==> src/rtl/wb_sram_arbiter_pkg.sv <==
// Shared encodings for the Wishbone/user SRAM arbiter.
// FSM state codes and access-owner codes.
package wb_sram_arbiter_pkg;

  localparam logic [1:0] ST_IDLE = 2'd0;
  localparam logic [1:0] ST_CMD  = 2'd1;
  localparam logic [1:0] ST_WAIT = 2'd2;
  localparam logic [1:0] ST_RESP = 2'd3;

  localparam logic OWN_WB  = 1'b0;
  localparam logic OWN_USR = 1'b1;

  localparam int REQ_WB  = 0;
  localparam int REQ_USR = 1;

endpackage

==> src/rtl/wb_sram_arbiter_rr_arb2.sv <==
// Two-way round-robin picker with a registered last-grant pointer.
// Index 0 is the Wishbone port, index 1 the user port.
module rr_arb2 (
  input  logic       clk,
  input  logic       rst,
  input  logic [1:0] req,
  input  logic       advance,
  output logic [1:0] gnt
);
  import wb_sram_arbiter_pkg::*;

  logic last_q;
  logic last_d;

  always_comb begin
    gnt    = req;
    last_d = last_q;
    // on contention the port not granted last wins
    if (req == 2'b11) begin
      gnt = last_q ? 2'b01 : 2'b10;
    end
    if (advance && (gnt != 2'b00)) begin
      last_d = gnt[REQ_USR];
    end
  end

  always_ff @(posedge clk) begin
    if (rst) begin
      last_q <= 1'b1;
    end else begin
      last_q <= last_d;
    end
  end

endmodule

==> src/rtl/wb_sram_arbiter.sv <==
// Shares one single-port SRAM between the Wishbone slave port
// and a user-logic port with round-robin arbitration.
module wb_sram_arbiter #(
  parameter int          ADDR_W    = 8,
  parameter int          DATA_W    = 32,
  parameter logic [31:0] BASE_ADDR = 32'h3000_0000,
  parameter int          READ_LAT  = 1
) (
  input  logic                wb_clk_i,
  input  logic                wb_rst_i,
  input  logic                wbs_cyc_i,
  input  logic                wbs_stb_i,
  input  logic                wbs_we_i,
  input  logic [DATA_W/8-1:0] wbs_sel_i,
  input  logic [31:0]         wbs_adr_i,
  input  logic [DATA_W-1:0]   wbs_dat_i,
  output logic                wbs_ack_o,
  output logic [DATA_W-1:0]   wbs_dat_o,
  input  logic                usr_req_i,
  input  logic                usr_we_i,
  input  logic [DATA_W/8-1:0] usr_sel_i,
  input  logic [ADDR_W-1:0]   usr_adr_i,
  input  logic [DATA_W-1:0]   usr_wdata_i,
  output logic                usr_gnt_o,
  output logic                usr_rvalid_o,
  output logic [DATA_W-1:0]   usr_rdata_o,
  output logic                sram_csb_o,
  output logic                sram_web_o,
  output logic [DATA_W/8-1:0] sram_wmask_o,
  output logic [ADDR_W-1:0]   sram_addr_o,
  output logic [DATA_W-1:0]   sram_din_o,
  input  logic [DATA_W-1:0]   sram_dout_i
);
  import wb_sram_arbiter_pkg::*;

  localparam int SEL_W = DATA_W / 8;
  localparam int CNT_W = $clog2(READ_LAT + 1);

  logic [1:0]        state_q, state_d;
  logic              owner_q, owner_d;
  logic              we_q, we_d;
  logic [CNT_W-1:0]  cnt_q, cnt_d;
  logic              csb_q, csb_d;
  logic              web_q, web_d;
  logic [SEL_W-1:0]  wmask_q, wmask_d;
  logic [ADDR_W-1:0] addr_q, addr_d;
  logic [DATA_W-1:0] din_q, din_d;
  logic [DATA_W-1:0] wb_dat_q, wb_dat_d;
  logic [DATA_W-1:0] usr_rdata_q, usr_rdata_d;
  logic              ack_q, ack_d;
  logic              gnt_q, gnt_d;
  logic              rvalid_q, rvalid_d;

  logic       wb_hit;
  logic       advance;
  logic       sel_we;
  logic [1:0] req;
  logic [1:0] gnt;
  logic       unused_adr_lsb;

  assign wb_hit = wbs_cyc_i & wbs_stb_i &
    (wbs_adr_i[31:ADDR_W+2] == BASE_ADDR[31:ADDR_W+2]);
  assign unused_adr_lsb = ^wbs_adr_i[1:0];

  assign req     = {usr_req_i, wb_hit};
  assign advance = (state_q == ST_IDLE);

  rr_arb2 u_arb (
    .clk     (wb_clk_i),
    .rst     (wb_rst_i),
    .req     (req),
    .advance (advance),
    .gnt     (gnt)
  );

  always_comb begin
    state_d     = state_q;
    owner_d     = owner_q;
    we_d        = we_q;
    cnt_d       = cnt_q;
    csb_d       = csb_q;
    web_d       = web_q;
    wmask_d     = wmask_q;
    addr_d      = addr_q;
    din_d       = din_q;
    wb_dat_d    = wb_dat_q;
    usr_rdata_d = usr_rdata_q;
    ack_d       = 1'b0;
    gnt_d       = 1'b0;
    rvalid_d    = 1'b0;
    sel_we      = 1'b0;
    unique case (state_q)
      ST_IDLE: begin
        if (gnt != 2'b00) begin
          sel_we  = gnt[REQ_USR] ? usr_we_i : wbs_we_i;
          owner_d = gnt[REQ_USR] ? OWN_USR : OWN_WB;
          we_d    = sel_we;
          csb_d   = 1'b0;
          web_d   = ~sel_we;
          if (gnt[REQ_USR]) begin
            wmask_d = sel_we ? usr_sel_i : '0;
            addr_d  = usr_adr_i;
            din_d   = usr_wdata_i;
          end else begin
            wmask_d = sel_we ? wbs_sel_i : '0;
            addr_d  = wbs_adr_i[ADDR_W+1:2];
            din_d   = wbs_dat_i;
          end
          gnt_d   = gnt[REQ_USR];
          state_d = ST_CMD;
        end
      end
      ST_CMD: begin
        csb_d = 1'b1;
        web_d = 1'b1;
        if (we_q) begin
          ack_d   = (owner_q == OWN_WB);
          state_d = ST_RESP;
        end else begin
          cnt_d   = CNT_W'(READ_LAT);
          state_d = ST_WAIT;
        end
      end
      ST_WAIT: begin
        cnt_d = cnt_q - CNT_W'(1);
        if (cnt_q == CNT_W'(1)) begin
          if (owner_q == OWN_WB) begin
            wb_dat_d = sram_dout_i;
            ack_d    = 1'b1;
          end else begin
            usr_rdata_d = sram_dout_i;
            rvalid_d    = 1'b1;
          end
          state_d = ST_RESP;
        end
      end
      ST_RESP: begin
        state_d = ST_IDLE;
      end
      default: begin
        state_d = ST_IDLE;
      end
    endcase
  end

  always_ff @(posedge wb_clk_i) begin
    if (wb_rst_i) begin
      state_q     <= ST_IDLE;
      owner_q     <= OWN_WB;
      we_q        <= 1'b0;
      cnt_q       <= '0;
      csb_q       <= 1'b1;
      web_q       <= 1'b1;
      wmask_q     <= '0;
      addr_q      <= '0;
      din_q       <= '0;
      wb_dat_q    <= '0;
      usr_rdata_q <= '0;
      ack_q       <= 1'b0;
      gnt_q       <= 1'b0;
      rvalid_q    <= 1'b0;
    end else begin
      state_q     <= state_d;
      owner_q     <= owner_d;
      we_q        <= we_d;
      cnt_q       <= cnt_d;
      csb_q       <= csb_d;
      web_q       <= web_d;
      wmask_q     <= wmask_d;
      addr_q      <= addr_d;
      din_q       <= din_d;
      wb_dat_q    <= wb_dat_d;
      usr_rdata_q <= usr_rdata_d;
      ack_q       <= ack_d;
      gnt_q       <= gnt_d;
      rvalid_q    <= rvalid_d;
    end
  end

  // an aborted WB cycle still completes internally but sees no ack
  assign wbs_ack_o    = ack_q & wbs_cyc_i;
  assign wbs_dat_o    = wb_dat_q;
  assign usr_gnt_o    = gnt_q;
  assign usr_rvalid_o = rvalid_q;
  assign usr_rdata_o  = usr_rdata_q;
  assign sram_csb_o   = csb_q;
  assign sram_web_o   = web_q;
  assign sram_wmask_o = wmask_q;
  assign sram_addr_o  = addr_q;
  assign sram_din_o   = din_q;

endmodule
==> config.mk <==
export PLATFORM = sky130hd
export DESIGN_NAME = wb_sram_arbiter
export DESIGN_NICKNAME = d
export VERILOG_FILES = /design/src/rtl/wb_sram_arbiter_pkg.sv /design/src/rtl/wb_sram_arbiter_rr_arb2.sv /design/src/rtl/wb_sram_arbiter.sv
export SDC_FILE = /design/constraint.sdc
export NUM_CORES = 1
export LEC_CHECK = 0
export ABC_AREA = 1
export CORE_MARGIN = 10
export CORE_UTILIZATION = 40
export DETAILED_ROUTE_END_ITERATION = 6
export PLACE_DENSITY_LB_ADDON = 0.1
export SLEW_MARGIN = 0
export SYNTH_ARGS = -nofsm -noshare
export SYNTH_HDL_FRONTEND = slang
export SYNTH_SLANG_ARGS = --single-unit
export TNS_END_PERCENT = 1
==> constraint.sdc <==
create_clock -name wb_clk_i -period 1.8 [get_ports wb_clk_i]
set_input_delay 0.27 -clock wb_clk_i [delete_from_list [all_inputs] [get_ports wb_clk_i]]
set_output_delay 0.27 -clock wb_clk_i [all_outputs]
set_load 0.1 [all_outputs]
# Word level (Yosys, flattened, before mapping)
# Cells that the tools add are included.
[word_totals]
reg_bits = 119
input_bits = 151
word_cells = 70
[classes]
addsub = 1
n_eq_ne = 8
n_mux = 24
bitwise = 9
n_reduce_logical = 13
[op_table]
columns = ["op", "count"]
rows = [
  ["$mux 32", 1],
  ["$eq 22x20->1 const B", 1],
  ["$mux 4", 3],
  ["$mux 1", 10],
  ["$mux 2", 4],
  ["$mux 8", 1],
  ["$pmux 1 s2", 4],
  ["$pmux 2 s4", 1],
  ["$reduce_and 2->1", 4],
  ["$eq 2x2->1 const B", 3],
  ["$ne 2x2->1 const B", 3],
  ["$not 1->1", 6],
  ["$reduce_and 3->1", 2],
  ["$reduce_bool 2->1", 3],
  ["$reduce_or 3->1", 2],
  ["$and 1x1->1", 3],
  ["$eq 2x1->1 const B", 1],
  ["$logic_not 2->1", 1],
  ["$logic_and 1x1->1", 1],
  ["$sub 1x1->1 const B", 1],
]

# Depth between registers and ports, before layout
[depth]
word_depth = 8
depth_mapped = 13
ltp_nobuf = 12

# Modules after synthesis
# A second synthesis with hierarchy kept.
[hier_totals]
hier_cells = 708
hier_area_um2 = 4932.2
[modules_own_cells]
columns = ["module", "n_inst", "cells_per_inst", "area_per_inst_um2", "seq_area_each_um2"]
rows = [
  ["wb_sram_arbiter", 1, 698, 4863.4, 2362.3],
  ["rr_arb2", 1, 10, 68.8, 20.0],
]

# Worst setup path after synthesis
# No wires, ideal clock.
[synth_timing]
path_kind = "register to register"
startpoint = "register state_q[0]"
endpoint = "register usr_rdata_q[24], in the netlist usr_rdata_o[24]"
arrival_ns = 1.472
t_required_ns = 1.730
setup_slack_ns = 0.257
stages_incl_launch_ff = 9
path_buffers = 1
cell_sequence = "dfxtp_1 inv_1 ha_1 nand2_1 clkinv_1 nand2_1 clkbuf_1 nand2_1 a21oi_1"
[synth_via]
elab_chain_len = 2
[synth_lines]
columns = ["element", "line_no", "rtl"]
rows = [
  ["start: declaration", "wb_sram_arbiter.sv:39", "logic [1:0] state_q, state_d;"],
  ["start signal: assignment", "wb_sram_arbiter.sv:163", "state_q <= state_d;"],
  ["$eq 2x2->1", "wb_sram_arbiter.sv:92", "unique case (state_q)"],
  ["$reduce_and 3->1 (no line)", "n/a", ""],
  ["end signal: assignment", "wb_sram_arbiter.sv:173", "usr_rdata_q <= usr_rdata_d;"],
  ["end: declaration", "wb_sram_arbiter.sv:49", "logic [DATA_W-1:0] usr_rdata_q, usr_rdata_d;"],
]
# Every way passes these cells.
# A chain may end at the register's enable or synchronous reset.

# Worst setup path after layout
[layout_timing]
startpoint = "input wbs_cyc_i"
endpoint = "register csb_q, in the netlist sram_csb_o"
[layout_via]
elab_chain_len = 7
[layout_lines]
columns = ["element", "line_no", "rtl"]
rows = [
  ["start: declaration", "wb_sram_arbiter.sv:11", "input logic wbs_cyc_i,"],
  ["$and 1x1->1 (*) (2 in a row)", "wb_sram_arbiter.sv:61", "assign wb_hit = wbs_cyc_i & wbs_stb_i &"],
  ["$eq 2x2->1", "wb_sram_arbiter_rr_arb2.sv:19", "if (req == 2'b11) begin"],
  ["$mux 2 (*)", "wb_sram_arbiter_rr_arb2.sv:19", ""],
  ["$reduce_bool 2->1 (*)", "wb_sram_arbiter.sv:94", "if (gnt != 2'b00) begin"],
  ["$ne 2x2->1 (no line) (*)", "n/a", ""],
  ["$reduce_and 2->1 (no line) (*)", "n/a", ""],
  ["end signal: assignment", "wb_sram_arbiter.sv:167", "csb_q <= csb_d;"],
  ["end: declaration", "wb_sram_arbiter.sv:43", "logic csb_q, csb_d;"],
]
# Every way passes the cells marked *; elsewhere a longest branch is shown, timed or not.

==> results.md <==
* Status: completed
* Minimum clock period at 1.670 ns
* Pwr dens at 1481 nW/µm²
* CTS H-tree lvls at 4
* Nets at 1167
* Gate count after technology mapping at approximately 750
* Final Util at roughly 67%
* Seq/Total Area, Yosys at 46.72%
* Average wire per standard cell at 14.82 µm
* Clock-pin transition on the worst setup and hold timing paths at 0.05 ns
* Top delay family on crit path: buffers and inverters
* Final hold viol count at 0
* Max Slew Vio Count at 0
* Yosys warning count at 0
* Dpl cells at 1166
* Port Buffers at 261
* Drt via density at 4.578
* Metal2 WL at 8.338 mm
* Top sig layer: met4
* Routed wire length at 17.75 mm
* First-pass GRT wire length at 28.02 mm
* Static leakage at about 4.0 nW
* Fin crit share at 92.80%
* Total CTS buffers at 17
* Synthesized area at 5099 µm²
* Fin cells at 1198
* Worst-Margin Slew at between 0.3 and 0.4 ns
* Die height at around 130 µm
* Worst-Skew Late Latency at between 0.4 and 0.5 ns
* Clk buf depth at 2
* Number of fill cells at 1125
* Tot GR Track Use at 19.58%
* Antenna Nets Post-Route at 0
* Arrival time at the worst endpoint at 1.95 ns
* Total I/O pin count at 264
* Number of global-route vias before repair at 5249
* Setup WS post-layout at 0.1296 ns
* CTS tree: built
* # setup viols final at 0
* DP HPWL at around 13 mm
* Clock Sinks at 119
* Final instance area at 8413 µm²
* Sum Neg Setup Slack at 0 ns
* Die Area at between 15000 and 20000 µm²
* CP Buf/Inv Count at 4
* Worst setup SP type: input port
* Syn Area/Cell at a little under 7 µm²
* Syn nets at 902
* P&R area growth vs syn at 65.01%
* Worst Skew at between 0.006 and 0.007 ns
* Setup Slack @ Placement at -0.2641 ns
* GRT Residual Overflow at 0
* Fmax at approximately 600 MHz
* # rows at 41
* Fraction of final layout cells sized beyond drive strength 1 at 18.13%
* Pre-Repair DR Iteration Count at 4
* Initial antenna violation count at 0
* Post-synthesis register bit count at 119
* Die X at 132.9 µm
* Pwr Total at 12.46 mW
* Initial Utilization at 40.57%
* Detailed Route Iter0 Violations at ~290
* Peak supply drop at 0.9578 mV
* Hold slack at 0.2235 ns
* Placed inst area at 7785 µm²
* Setup Crit Path Kind: in -> reg
* Routed via count at 5485
* CP Max Fanout at 9
* Clk Tree Root Cell: clkbuf_16
* CP required at 2.08 ns
* Worst-path cell chain: clkdlybuf4s50_1 -> nand2_1 -> inv_1 -> nand2_1 -> nor2_2 -> nand3_1 -> nand2_1 -> inv_2 -> nor2_8 -> inv_1 -> nand2_1 -> o211ai_1
* Met3 WL at 1.727 mm
* CORE AREA at 12570 µm²
* Max-Cap Viols at 0
* Cell variety after synth at 24
* Critical Path Slowest Stage Cell: clkdlybuf4s50_1
* Largest net degree at the start of global routing at 73
* CP dominant cell by count: nand2_1
* Drc violations at 0
* Max transition margin at 74.33%
* # hold bufs at CTS at 0
* # diodes at 0
* Crit path largest cell delay at 0.50 ns
* Met1 wire length at 7.466 mm
* Setup Buffers After CTS at 0
* Placer Congestion at 0.8462
* RSZ-0062 raised after global routing: yes
* Crit path capture type: flop
* Hold crit path type: in -> reg
## kinds of logic (layout without fill, tap and decap cells)
family	Yosys count	count (layout)	share of synthesized area (%)
AOI/OAI and AO/OA	79	79	7.975
adders and majority gates	3	3	0.7363
buffers and inverters	103	381	8.834
DFF	119	119	46.72
and+or+nand+nor	444	444	35.73
## metal layers
layer	up-vias	track usage [%]
li1	2864	-
met5	-	0
met2	206	31.71
met3	17	7.759
met4	0	6.418
met1	2398	23.10
## power breakdown
group / leakage, nW / total [mW] / switching [mW] / internal [mW]
combinational: 2.72 / 5.68 / 4.21 / 1.47
clock: 0.293 / 3.49 / 1.18 / 2.31
sequential: 0.971 / 3.30 / 0.218 / 3.08
## what timing repair did
item	in CTS	in global routing
endpoints found under the hold margin	0	0
setup endpoints to repair	32	27
gates resized for setup	2	2
cloned	0	0
## placed cells by master, fill, tap and decap left out, drive strengths merged
| cell type | netlist | final |
|---|---|---|
| nand2 | 195 | 195 |
| clkbuf | 27 | 19 |
| o21ai | 35 | 35 |
| nand3 | 84 | 84 |
| ha | 3 | 3 |
| nand4 | 1 | 1 |
| clkdlybuf4s50 | 0 | 147 |
| inv | 56 | 56 |
| a211oi | 1 | 1 |
| clkinv | 1 | 6 |
| dfxtp | 119 | 119 |
| clkinvlp | 0 | 4 |
| buf | 19 | 145 |
| nor2 | 163 | 163 |
| nor3 | 1 | 1 |
| o211ai | 2 | 2 |
| a21oi | 41 | 41 |
| bufinv | 0 | 4 |
## Yosys cell counts
cell	n	area, µm²
nand4_4	1	21.27
buf_8	1	15.01
nor3_1	1	5.000
a211oi_1	1	7.510
clkbuf_1	27	101.4
buf_1	4	15.01
nor2_1	159	596.8
inv_1	54	202.7
a21oi_2	1	8.760
nand3_1	84	420.4
dfxtp_1	119	2382
nor2_2	3	18.77
buf_2	6	30.03
o21ai_0	35	175.2
nand2_4	1	11.26
buf_6	4	45.04
ha_1	3	37.54
nand2_1	194	728.2
o211ai_1	2	15.01
buf_4	4	30.03
inv_2	2	7.510
clkinv_1	1	3.750
nor2_8	1	20.02
a21oi_1	40	200.2
## cell type report
cell class	count	area [µm²]	share of cell area (%)
Clock inverter	13	180.2	2.142
Timing Repair Buffer	292	2711	32.23
Inverter	57	217.7	2.588
Sequential cell	119	2382	28.32
Tap cell	172	215.2	2.558
Clock buffer	19	432.9	5.146
Multi-Input combinational cell	526	2273	27.02
## final timing paths
| kind | start | endpoint | slack, ns | depth (start not counted) |
|---|---|---|---|---|
| max | wbs_cyc_i | sram_csb_o$_SDFFE_PP1P_ | 0.13 | 12 |
| min | wb_rst_i | usr_rdata_o[14]$_SDFFE_PP0P_ | 0.22 | 2 |
| max reg2reg | state_q[0]$_SDFFE_PP0P_ | usr_rdata_o[18]$_SDFFE_PP0P_ | 0.18 | 9 |
| min reg2reg | usr_rdata_o[14]$_SDFFE_PP0P_ | usr_rdata_o[14]$_SDFFE_PP0P_ | 0.46 | 2 |
## state kept, by name (all words and copies together), names as in the netlist
| signal | count |
|---|---|
| owner_q | 1 |
| sram_wmask_o | 4 |
| wbs_dat_o | 32 |
| sram_addr_o | 8 |
| usr_gnt_o | 1 |
| sram_csb_o | 1 |
| we_q | 1 |
| cnt_q | 1 |
| ack_q | 1 |
| usr_rdata_o | 32 |
| usr_rvalid_o | 1 |
| u_arb.last_q | 1 |
| sram_din_o | 32 |
| state_q | 2 |
| sram_web_o | 1 |
## worst register-to-register path, delay by kind of cell (launching register included)
| family | cells | cell delay (ns) |
|---|---|---|
| buffers and inverters | 4 | 0.55 |
| AND/OR/NAND/NOR | 3 | 0.34 |
| adder cells (fa/ha/maj) | 1 | 0.21 |
| AO/OA/AOI/OAI | 1 | 0.13 |
| flip-flops | 1 | 0.33 |
Power figures use the tool's default switching activity.
